`src/rtl/casilla_commit.sv`:
```
// casilla_commit
// Consumer end of the cell-selection interface. Each new selection from the
// cursor/selector block (the 0->1 edge of is_selected) is latched, checked
// against the 5x5 board and either committed for the current player or
// rejected. After a commit the turn toggles.
//
// Ports
//   clk          system clock
//   rst          synchronous reset, active-low
//   enable       game-active qualifier for capturing new selections
//   clear        synchronous board clear, active-high
//   cell_idx     selected cell, 1-based
//   is_selected  level flag from the selector
//   ack / nack   one-cycle commit / reject pulses (registered)
//   busy         high while a selection is in flight
//   turn         player whose move is next
//   occ / owner  per-cell occupied flag and owning player (bit i = cell i+1)
//   moves        committed cell count, saturating at NCELLS
//   board_full   every cell committed
//   rd_idx       1-based read address
//   rd_cell      00 empty / out of range, 10 player 0, 11 player 1
//
// state  | meaning
// IDLE   | waiting for a qualified rising edge of is_selected
// CHECK  | latched index being validated against range and occupancy
// COMMIT | writing the cell for the current player, pulsing ack
// REJECT | pulsing nack, board untouched

module casilla_commit #(
    parameter int NCELLS = 25,
    parameter int IDXW   = 5
) (
    input  logic              clk,
    input  logic              rst,
    input  logic              enable,
    input  logic              clear,
    input  logic [IDXW-1:0]   cell_idx,
    input  logic              is_selected,
    output logic              ack,
    output logic              nack,
    output logic              busy,
    output logic              turn,
    output logic [NCELLS-1:0] occ,
    output logic [NCELLS-1:0] owner,
    output logic [IDXW-1:0]   moves,
    output logic              board_full,
    input  logic [IDXW-1:0]   rd_idx,
    output logic [1:0]        rd_cell
);

    localparam logic [IDXW-1:0] NC = IDXW'(NCELLS);

    typedef enum logic [1:0] {
        IDLE   = 2'd0,
        CHECK  = 2'd1,
        COMMIT = 2'd2,
        REJECT = 2'd3
    } state_t;

    state_t            state;
    logic              sel_prev;
    logic [IDXW-1:0]   idx_q;
    logic              sel_rise;
    logic              idx_valid;
    logic [NCELLS-1:0] cell_mask;
    logic              cell_taken;
    logic              rd_valid;
    logic [NCELLS-1:0] rd_mask;

    assign sel_rise = is_selected & ~sel_prev;

    // One-hot mask of the latched cell; all-zero for an out-of-range index so
    // the occupancy test and the board write never index outside the vector.
    assign idx_valid  = (idx_q != '0) && (idx_q <= NC);
    assign cell_mask  = idx_valid ? (NCELLS'(1) << (idx_q - 1'b1)) : '0;
    assign cell_taken = |(occ & cell_mask);

    assign rd_valid = (rd_idx != '0) && (rd_idx <= NC);
    assign rd_mask  = rd_valid ? (NCELLS'(1) << (rd_idx - 1'b1)) : '0;
    assign rd_cell  = (|(occ & rd_mask)) ? {1'b1, |(owner & rd_mask)} : 2'b00;

    assign busy       = (state != IDLE);
    assign board_full = (moves == NC);

    always_ff @(posedge clk) begin
        if (!rst) begin
            state    <= IDLE;
            sel_prev <= 1'b0;
            idx_q    <= '0;
            ack      <= 1'b0;
            nack     <= 1'b0;
            turn     <= 1'b0;
            occ      <= '0;
            owner    <= '0;
            moves    <= '0;
        end else begin
            // Edge detector keeps tracking through clear so a level held
            // across a clear does not look like a fresh selection.
            sel_prev <= is_selected;
            if (clear) begin
                state <= IDLE;
                idx_q <= '0;
                ack   <= 1'b0;
                nack  <= 1'b0;
                turn  <= 1'b0;
                occ   <= '0;
                owner <= '0;
                moves <= '0;
            end else begin
                ack  <= 1'b0;
                nack <= 1'b0;
                case (state)
                    IDLE: begin
                        if (sel_rise && enable) begin
                            idx_q <= cell_idx;
                            state <= CHECK;
                        end
                    end
                    CHECK: begin
                        if (!idx_valid || cell_taken) state <= REJECT;
                        else                          state <= COMMIT;
                    end
                    COMMIT: begin
                        occ <= occ | cell_mask;
                        if (turn) owner <= owner | cell_mask;
                        turn <= ~turn;
                        if (moves != NC) moves <= moves + 1'b1;
                        ack   <= 1'b1;
                        state <= IDLE;
                    end
                    REJECT: begin
                        nack  <= 1'b1;
                        state <= IDLE;
                    end
                    default: state <= IDLE;
                endcase
            end
        end
    end

endmodule

```
`config.mk`:
```
export PLATFORM = sky130hd
export DESIGN_NAME = casilla_commit
export DESIGN_NICKNAME = d
export VERILOG_FILES = /design/src/rtl/casilla_commit.sv
export SDC_FILE = /design/constraint.sdc
export NUM_CORES = 1
export LEC_CHECK = 0
export CAP_MARGIN = 20
export CORE_MARGIN = 2
export CORE_UTILIZATION = 54
export CTS_BUF_LIST = sky130_fd_sc_hd__clkbuf_16
export DETAILED_ROUTE_END_ITERATION = 6
export PLACE_DENSITY = 0.85
export SETUP_SLACK_MARGIN = 0.1
export SYNTH_ARGS = -nofsm -noshare
export SYNTH_HDL_FRONTEND = slang
export SYNTH_SLANG_ARGS = --single-unit
```
`constraint.sdc`:
```
create_clock -name clk -period 6.6 [get_ports clk]
set_input_delay 0.99 -clock clk [delete_from_list [all_inputs] [get_ports clk]]
set_output_delay 0.99 -clock clk [all_outputs]
set_load 0.02 [all_outputs]
```
Word-level counts from Yosys, hierarchy flattened
Index checks and enable logic that the tools add are counted.

word-level totals
  ROM bits = 0
  flip-flop bits (word level) = 66
  input bits = 15
  bits in writable memories = 0
  bits in latches = 0
  logic and storage cells = 56
  memories = 0

operators by class
  equality and inequality tests = 6
  reduce and logical (&&, ||, !) cells = 17
  multipliers = 0
  multiplexer cells = 8
  div/mod/pow operators = 0
  add/subtract/negate cells = 3
  magnitude comparators = 2
  shift operators = 2
  bitwise logic cells = 9

operators with widths
  kind                    number
  $and A25 B25 Y25        3
  $reduce_or A25 Y1       3
  $mux W25                2
  $or A25 B25 Y25         2
  $shl A1 B5 Y25 const A  2
  $le A5 B5 Y1 const B    2
  $reduce_bool A5 Y1      2
  $sub A5 B1 Y5 const B   2
  $pmux W2 S3             1
  $reduce_and A2 Y1       3
  $add A5 B1 Y5 const B   1
  $eq A5 B5 Y1 const B    1
  $ne A5 B5 Y1 const B    1
  $eq A2 B2 Y1 const B    2
  $mux W2                 2
  $reduce_or A2 Y1        2
  $logic_and A1 B1 Y1     3
  $mux W1                 3
  $not A1 Y1              3
  $eq A2 B1 Y1 const B    1
  $logic_not A2 Y1        1
  $ne A2 B2 Y1 const B    1
  $reduce_bool A2 Y1      1
  $and A1 B1 Y1           1
  2 further kinds         2

Depth between registers and ports, before layout
Gate-level depths: netlist (run 1).

  word-level depth = 8
  gate-level depth with buffers = 11
  gate-level depth less buffers = 7

Worst setup path before layout (run 1)
No wires, ideal clock.

  path kind = in2out
  start = input port rd_idx[0]
  end = output port rd_cell[0]
  setup slack = 3224 ps
  arrival time = 2386 ps
  required time = 5610 ps
  cell stages on the path = 7
  buffers on the path = 2
  path through = buf_2 > buf_4 > mux2_1 > o2bb2ai_1 > a21oi_1 > nand4_1 > o41a_1

on the way
  cells in the longest elaborated chain, start to end = 6
  elaborated cells between the ends (all ways) = 11

ends and longest elaborated chain
  what                                                   line    source
  start, declared                                        47      input logic [IDXW-1:0] rd_idx,
  $sub A5 B1 Y5, or another cell as far along            79      assign rd_mask = rd_valid ? (NCELLS'(1) << (rd_idx - 1'b1)) : '0;
  $shl A1 B5 Y25 or $logic_and A1 B1 Y1 (tied branches)  79, 78
  $mux W25 *                                             79
  $and A25 B25 Y25                                       80      assign rd_cell = (|(occ & rd_mask)) ? {1'b1, |(owner & rd_mask)} : 2'b00;
  $reduce_or A25 Y1                                      80
  $mux W2 *                                              80
  end, declared                                          48      output logic [1:0] rd_cell

Every way passes the cells marked *; elsewhere a longest branch is shown, timed or not.

Final worst setup path (run 1)
Ends and elaborated chain as after synthesis.

==> impl_metrics.csv, run 1 <==
group,metric,value,unit
run_status,run_status,"finished, final reports clean",
cells_and_area,num-fill-cells,467,
pwr,total_switching_power,0.213,mW
placed_design,port_buffers,76,
sta,finalSetupViolCount,0,
critical_path,worstPathMaxFanout,25,
yosys,synth.ff_latch_count,66,
cts,post_cts_repair_setup_buffers,0,
sta,maxClockFrequency,211,MHz
pwr,cell_internal_pwr,0.788,mW
route,detailroute.via_count,3271,
hold_path,min_delay_worst_endpoint,"owner[20]$_SDFFE_PP0P_",
placed_design,pre_cts_slack,1880,ps
cts,cts.sinks,66,
global_route,grt_max_degree,63,
sta,report.final.hold_viol_count,0,
sta,layout_worst_path_cycle_share,0.719,
global_route,grt_first_pass_wirelength,15100,um
yosys,syn-cell-area,3300,sq um
global_route,remaining_global_route_overflow,0,
cells_and_area,diodes,0,
critical_path,crit_type,"in2out",
yosys,syn_nets,414,
yosys,leading_area_contributor_after_synthesis,"dfxtp_1",
yosys,synth_ff_type,"dfxtp_1",
sta,layout_min_cycle_time,4750,ps
cts,clk_path_buf_depth,2,
sta,max_slew_margin,0.311,
floorplan,initial_core_utilization,0.557,
yosys,postSynth.asyncResetShare,0,
sta,finalSetupTns,0,ps
global_route,globalRouteTotalUtil,0.297,
cells_and_area,mostFrequentLayoutCells,"nor2_1 (82), clkdlybuf4s50_1 (76), dfxtp_1 (66)",
placed_design,place_inst,513,
floorplan,floorplan.die.height,82.2,um
yosys,ys_top_cells_by_area,"dfxtp_1 (40%), nor2_1 (9.3%), mux2i_1 (5.5%), a21oi_1 (5.2%), a31oi_1 (3.2%)",
placed_design,place.gp.congestion,0.890,
route,aggregate_routed_wire_length,9640,um
sta,rsz_0062_raised_after_global_routing,"false",
pwr,power_frac_seq,0.403,
critical_path,worst-endpoint-required,5610,ps
cts,post_cts_resize_count,0,
critical_path,worst-endpoint-arrival,3760,ps
cells_and_area,area_growth,31.6,%
route,routed_wirelength_normalized_by_instance_count,18.2,um
global_route,grt_antenna_before_repair,0,
route,drt_first_iter_violations,288,
hold_path,min_delay_path_depth,2,
critical_path,worst_r2r_startpoint,"idx_q[0]$_SDFFE_PP0P_",
critical_path,timing.critical_path.to_type,"primary output",
critical_path,startpoint_class_of_the_critical_path,"input pin",
sta,slew_viol_final,0,
cells_and_area,post_route_cells_drive_above_1_share,0.0615,
route,drt_drc_violations_left,0,
pwr,total_leakage_power,1.52,nW
critical_path,critical_path.cell_chain,"clkdlybuf4s50_1 -> mux2_1 -> a221o_1 -> nand4_1 -> nand4_1 -> o41a_1 -> clkdlybuf4s50_1",
route,final_antenna_net_count,0,
yosys,avgSynthCellArea,8.35,sq um
pwr,p_sw_frac,0.213,
hold_path,hold_path_class,"reg2reg",
cts,worst_skew_pair.late_latency,330,ps
sta,finClkSkew,4.31,ps
job,maxcap_viol_count,0,
route,dr.pass1.iters,5,
sta,hold_slack,512,ps
cts,cts_htree_levels,3,
yosys,number_of_flops_mapped_to_enable_cells_by_yosys,0,
cells_and_area,num-nets-final,469,
hold_path,worstHoldStart,"owner[20]$_SDFFE_PP0P_",
route,viasPerCell,6.17,
critical_path,critical_path_cell_with_the_highest_stage_delay,"clkdlybuf4s50_1",
sta,postLayoutSetupSlackWorst,1850,ps
pwr,share_clk_of_total_power,0.541,
critical_path,r2r_end,"state[0]$_SDFFE_PP0P_",
yosys,seq_area_frac_synth,0.400,
cts,ctsHoldBuffers,0,
pwr,cellPowerDensity,231,nW/um^2
cells_and_area,fin_cells,530,
cts,clock_tree.root_cell,"clkbuf_16",
global_route,first_global_vias,3010,
cts,cts.clk_slew.worst_paths,60,ps
cells_and_area,leading_cell_type_in_the_layout_fill_and_taps_excluded,"nor2_1",
floorplan,floorplan.rows,28,
yosys,post_synthesis_cells,395,
pwr,worst_ir_drop_vdd,0.154,mV
pwr,combinationalPowerShare,0.056,
floorplan,area_of_the_die,6750,sq um
yosys,synthDistinctLibCells,62,
yosys,synthesis.yosys.warnings,0,
cts,tritoncts,"yes",
floorplan,i_o_pin_count,77,
critical_path,slowest_delay,1080,ps
sta,worstMarginPinSlew,1030,ps
critical_path,reg2regPathDepth,7,
yosys,synth_top_area_frac,0.400,
placed_design,dpl.hpwl,6650,um
critical_path,timing.reg2reg.setup_slack,3390,ps
floorplan,floorplan.core_area,5920,sq um
floorplan,die-width,82.2,um
cts,cts_made_buffers,9,
==> power groups by stage <==
stage,sequential (mW),clock (mW),combinational [mW]
6_report,0.404,0.541,0.0557
5_1_grt,0.404,0.560,0.0602
4_1_cts,0.404,0.542,0.0533
3_5_place_dp,0.412,0,0.0530
3_3_place_gp,0.412,0,0.0521
2_1_floorplan,0.409,0,0.0408
==> layout make-up <==
cell class	instances	area [sq um]	area share
Timing Repair Buffer	78	788	0.182
Clock buffer	9	225	0.0519
Inverter	5	18.8	0.00432
Multi-Input combinational cell	290	1780	0.411
Clock inverter	7	110	0.0254
Sequential cell	66	1320	0.304
Tap cell	75	93.8	0.0216
==> Yosys cell counts (6+ instances only) <==
cell and number:
nor2_1 82, dfxtp_1 66, a21oi_1 34, mux2i_1 18, a31oi_1 17, nand2_1 15
buf_2 14, clkbuf_1 14, nand3_1 8, nor2b_1 8, nor3_1 7, nand2b_1 6
==> registers in the layout (all words and copies together), names as in the netlist <==
register / flops
moves: 5
sel_prev: 1
turn: 1
state: 2
idx_q: 5
occ: 25
ack: 1
owner: 25
nack: 1
==> worst max-delay path, delay by kind of cell <==
kind	cells	cell delay [ps]
AOI/OAI and AO/OA	2	510
buffers and inverters	2	1620
muxes	1	400
and+or+nand+nor	2	220
==> cell families after synthesis <==
kind of cell             synth area share
XOR/XNOR                           0.0133
flip-flops                          0.400
multiplexers                       0.0796
AND/OR/NAND/NOR                     0.253
buffers and inverters              0.0599
adder cells (fa/ha/maj)            0.0152
AO/OA/AOI/OAI                       0.179
==> worst max path at each step <==
stage / endpoint / cells past startpoint / slack, ps / start
3_3_place_gp: rd_cell[0] / 7 / 1910 / rd_idx[0]
2_1_floorplan: rd_cell[0] / 7 / 3220 / rd_idx[0]
6_report: rd_cell[0] / 7 / 1850 / rd_idx[0]
4_1_cts: rd_cell[0] / 7 / 1900 / rd_idx[0]
5_1_grt: rd_cell[0] / 7 / 1710 / rd_idx[0]
3_5_place_dp: rd_cell[0] / 7 / 1880 / rd_idx[0]
==> per-stage QoR <==
stage	power, mW	util	instance area, sq um
finish	1.00	0.733	4340
global placement	0.464	0.673	3990
floorplan	0.450	-	3300
CTS	0.999	0.730	4320
detailed placement	0.465	0.673	3990
global route	1.02	0.733	4340
==> per-layer routing <==
metal / up-vias / GRT usage / share of wire
met2: 154 / 0.476 / 0.48
li1: 1521 / - / -
met1: 1579 / 0.397 / 0.44
met4: 0 / 0.117 / 0.018
met3: 17 / 0.0533 / 0.065
met5: - / 0 / 0
Note: power is estimated with default switching activity, not from simulation.
==> run 2: changes to the inputs <==
- CORE_UTILIZATION: 54 -> 50
- PLACE_DENSITY: 0.85 -> 0.8
- clock period: 6.6 -> 4.75 ns (I/O delays scaled with it)
==> run 2 against run 1 <==
  * Largest power group unchanged
  * Total power increased by 31%
  * Cell count is 1.5% higher
  * Critical path depth grew 1
  * Global-route usage is 2.2 points lower
  * Combinational power up 46%
  * Utilization down 4.7 points
  * Clock-buffer cell count did not move
==> impl_metrics.csv, run 2 (synthesis gave the netlist of run 1 again) <==
group,metric,value,unit
run_status,run_status,"finished, final reports clean",
global_route,grt_antenna_before_repair,0,
global_route,grt_first_pass_wirelength,15600,um
cts,tritoncts,"yes",
cells_and_area,final_design_instance_area_without_fill,4360,sq um
critical_path,worstPathMaxFanout,13,
cts,clock_tree.root_cell,"clkbuf_16",
cells_and_area,num-fill-cells,507,
placed_design,place.gp.congestion,0.910,
sta,finClkSkew,7.71,ps
critical_path,worst-endpoint-required,4040,ps
cells_and_area,num-nets-final,475,
cells_and_area,multiInputGateArea,1780,sq um
floorplan,i_o_pin_count,77,
sta,maxClockFrequency,245,MHz
global_route,first_global_vias,3119,
cells_and_area,register_area,1320,sq um
sta,layout_min_cycle_time,4090,ps
floorplan,die-width,85.2,um
sta,postLayoutSetupSlackWorst,661,ps
floorplan,initial_core_utilization,0.520,
floorplan,area_of_the_die,7270,sq um
sta,rsz_0062_raised_after_global_routing,"false",
cts,ctsHoldBuffers,0,
cts,cts_made_buffers,9,
pwr,cellPowerDensity,301,nW/um^2
sta,worstMarginPinSlew,832,ps
critical_path,critical_path.endpoint,"rd_cell[0]",
floorplan,floorplan.die.height,85.2,um
critical_path,crit_type,"in2out",
route,routed_wirelength_normalized_by_instance_count,18.0,um
cells_and_area,area_growth,32.0,%
placed_design,pre_cts_slack,699,ps
route,aggregate_routed_wire_length,9710,um
sta,max_slew_margin,0.444,
critical_path,worst-endpoint-arrival,3380,ps
critical_path,startpoint,"rd_idx[0]",
cts,post_cts_resize_count,0,
cts,post_cts_repair_setup_buffers,0,
hold_path,hold_path_class,"reg2reg",
global_route,grt_max_degree,49,
cts,cts_htree_levels,3,
route,drt_first_iter_violations,329,
pwr,worst_ir_drop_vdd,0.333,mV
hold_path,worstHoldStart,"owner[12]$_SDFFE_PP0P_",
critical_path,r2r_end,"state[0]$_SDFFE_PP0P_",
sta,finalSetupTns,0,ps
cells_and_area,diodes,0,
placed_design,dpl.hpwl,6910,um
cells_and_area,largest_registers_in_the_final_layout,"occ x25, owner x25",
cts,cts.clk_slew.worst_paths,50,ps
critical_path,reg2regPathDepth,8,
critical_path,timing.critical_path.to_type,"primary output",
cts,worst_skew_pair.late_latency,340,ps
floorplan,floorplan.core_area,6350,sq um
route,dr.pass1.iters,5,
sta,layout_worst_path_cycle_share,0.861,
sta,slew_viol_final,0,
pwr,total_leakage_power,1.53,nW
critical_path,worst_r2r_startpoint,"idx_q[1]$_SDFFE_PP0P_",
floorplan,floorplan.rows,29,
cells_and_area,leading_cell_type_in_the_layout_fill_and_taps_excluded,"nor2_1",
global_route,remaining_global_route_overflow,0,
route,final_antenna_net_count,0,
critical_path,timing.reg2reg.setup_slack,1800,ps
job,maxcap_viol_count,0,
critical_path,startpoint_class_of_the_critical_path,"input pin",
sta,finalSetupViolCount,0,
route,detailroute.via_count,3275,
route,viasPerCell,6.09,
placed_design,dpl-instance-area,4050,sq um
cells_and_area,post_route_cells_drive_above_1_share,0.0781,
cts,clk_path_buf_depth,2,
global_route,globalRouteTotalUtil,0.275,
sta,report.final.hold_viol_count,0,
placed_design,port_buffers,76,
route,drt_drc_violations_left,0,
cts,cts.sinks,66,
cells_and_area,mostFrequentLayoutCells,"nor2_1 (82), clkdlybuf4s50_1 (76), dfxtp_1 (66)",
run 2: area by class of cell:
cell class | count | share of cell area
multi-input combinational | 290 | 0.409
sequential | 66 | 0.303
timing repair buffer | 84 | 0.191
clock buffer | 9 | 0.0517
tap | 77 | 0.0221
clock inverter | 7 | 0.0178
inverter | 5 | 0.00431
run 2: layer usage:
layer / track usage / routed length [um]
met2: 0.425 / 4550
met3: 0.0691 / 804
met1: 0.359 / 4090
met5: 0 / 0
met4: 0.131 / 256
run 2: power breakdown:
group | total (mW) | switching (mW) | internal [mW]
registers | 0.559 | 0.00353 | 0.555
logic | 0.0812 | 0.0474 | 0.0338
clock network | 0.669 | 0.259 | 0.410
total | 1.31 | 0.310 | 0.999
run 2: worst min-delay path by stage:
stage | slack [ps] | end | cells after the start
after floorplan | 470 | state[0]$_SDFFE_PP0P_ | 1
after CTS | 500 | owner[12]$_SDFFE_PP0P_ | 2
after global routing | 530 | owner[18]$_SDFFE_PP0P_ | 2
after detailed placement | 490 | owner[12]$_SDFFE_PP0P_ | 2
final | 500 | owner[12]$_SDFFE_PP0P_ | 2
after global placement | 480 | owner[22]$_SDFFE_PP0P_ | 2
run 2: critical path: stages:
cell and delay (ps):
clkdlybuf4s50_1 790, buf_4 290, mux2_1 340, a221o_1 340
nand4_1 70, nand4_1 130, o41a_1 150, clkdlybuf4s50_1 540
run 2: through the flow:
stage / util / hold slack [ps] / total power, mW / instances
3_5_place_dp: 0.638 / 488 / 0.651 / 522
6_report: 0.686 / 500 / 1.31 / 538
3_3_place_gp: 0.635 / 477 / 0.648 / 521
2_1_floorplan: - / 469 / 0.626 / 395
4_1_cts: 0.686 / 504 / 1.31 / 538
5_1_grt: 0.686 / 534 / 1.34 / 538
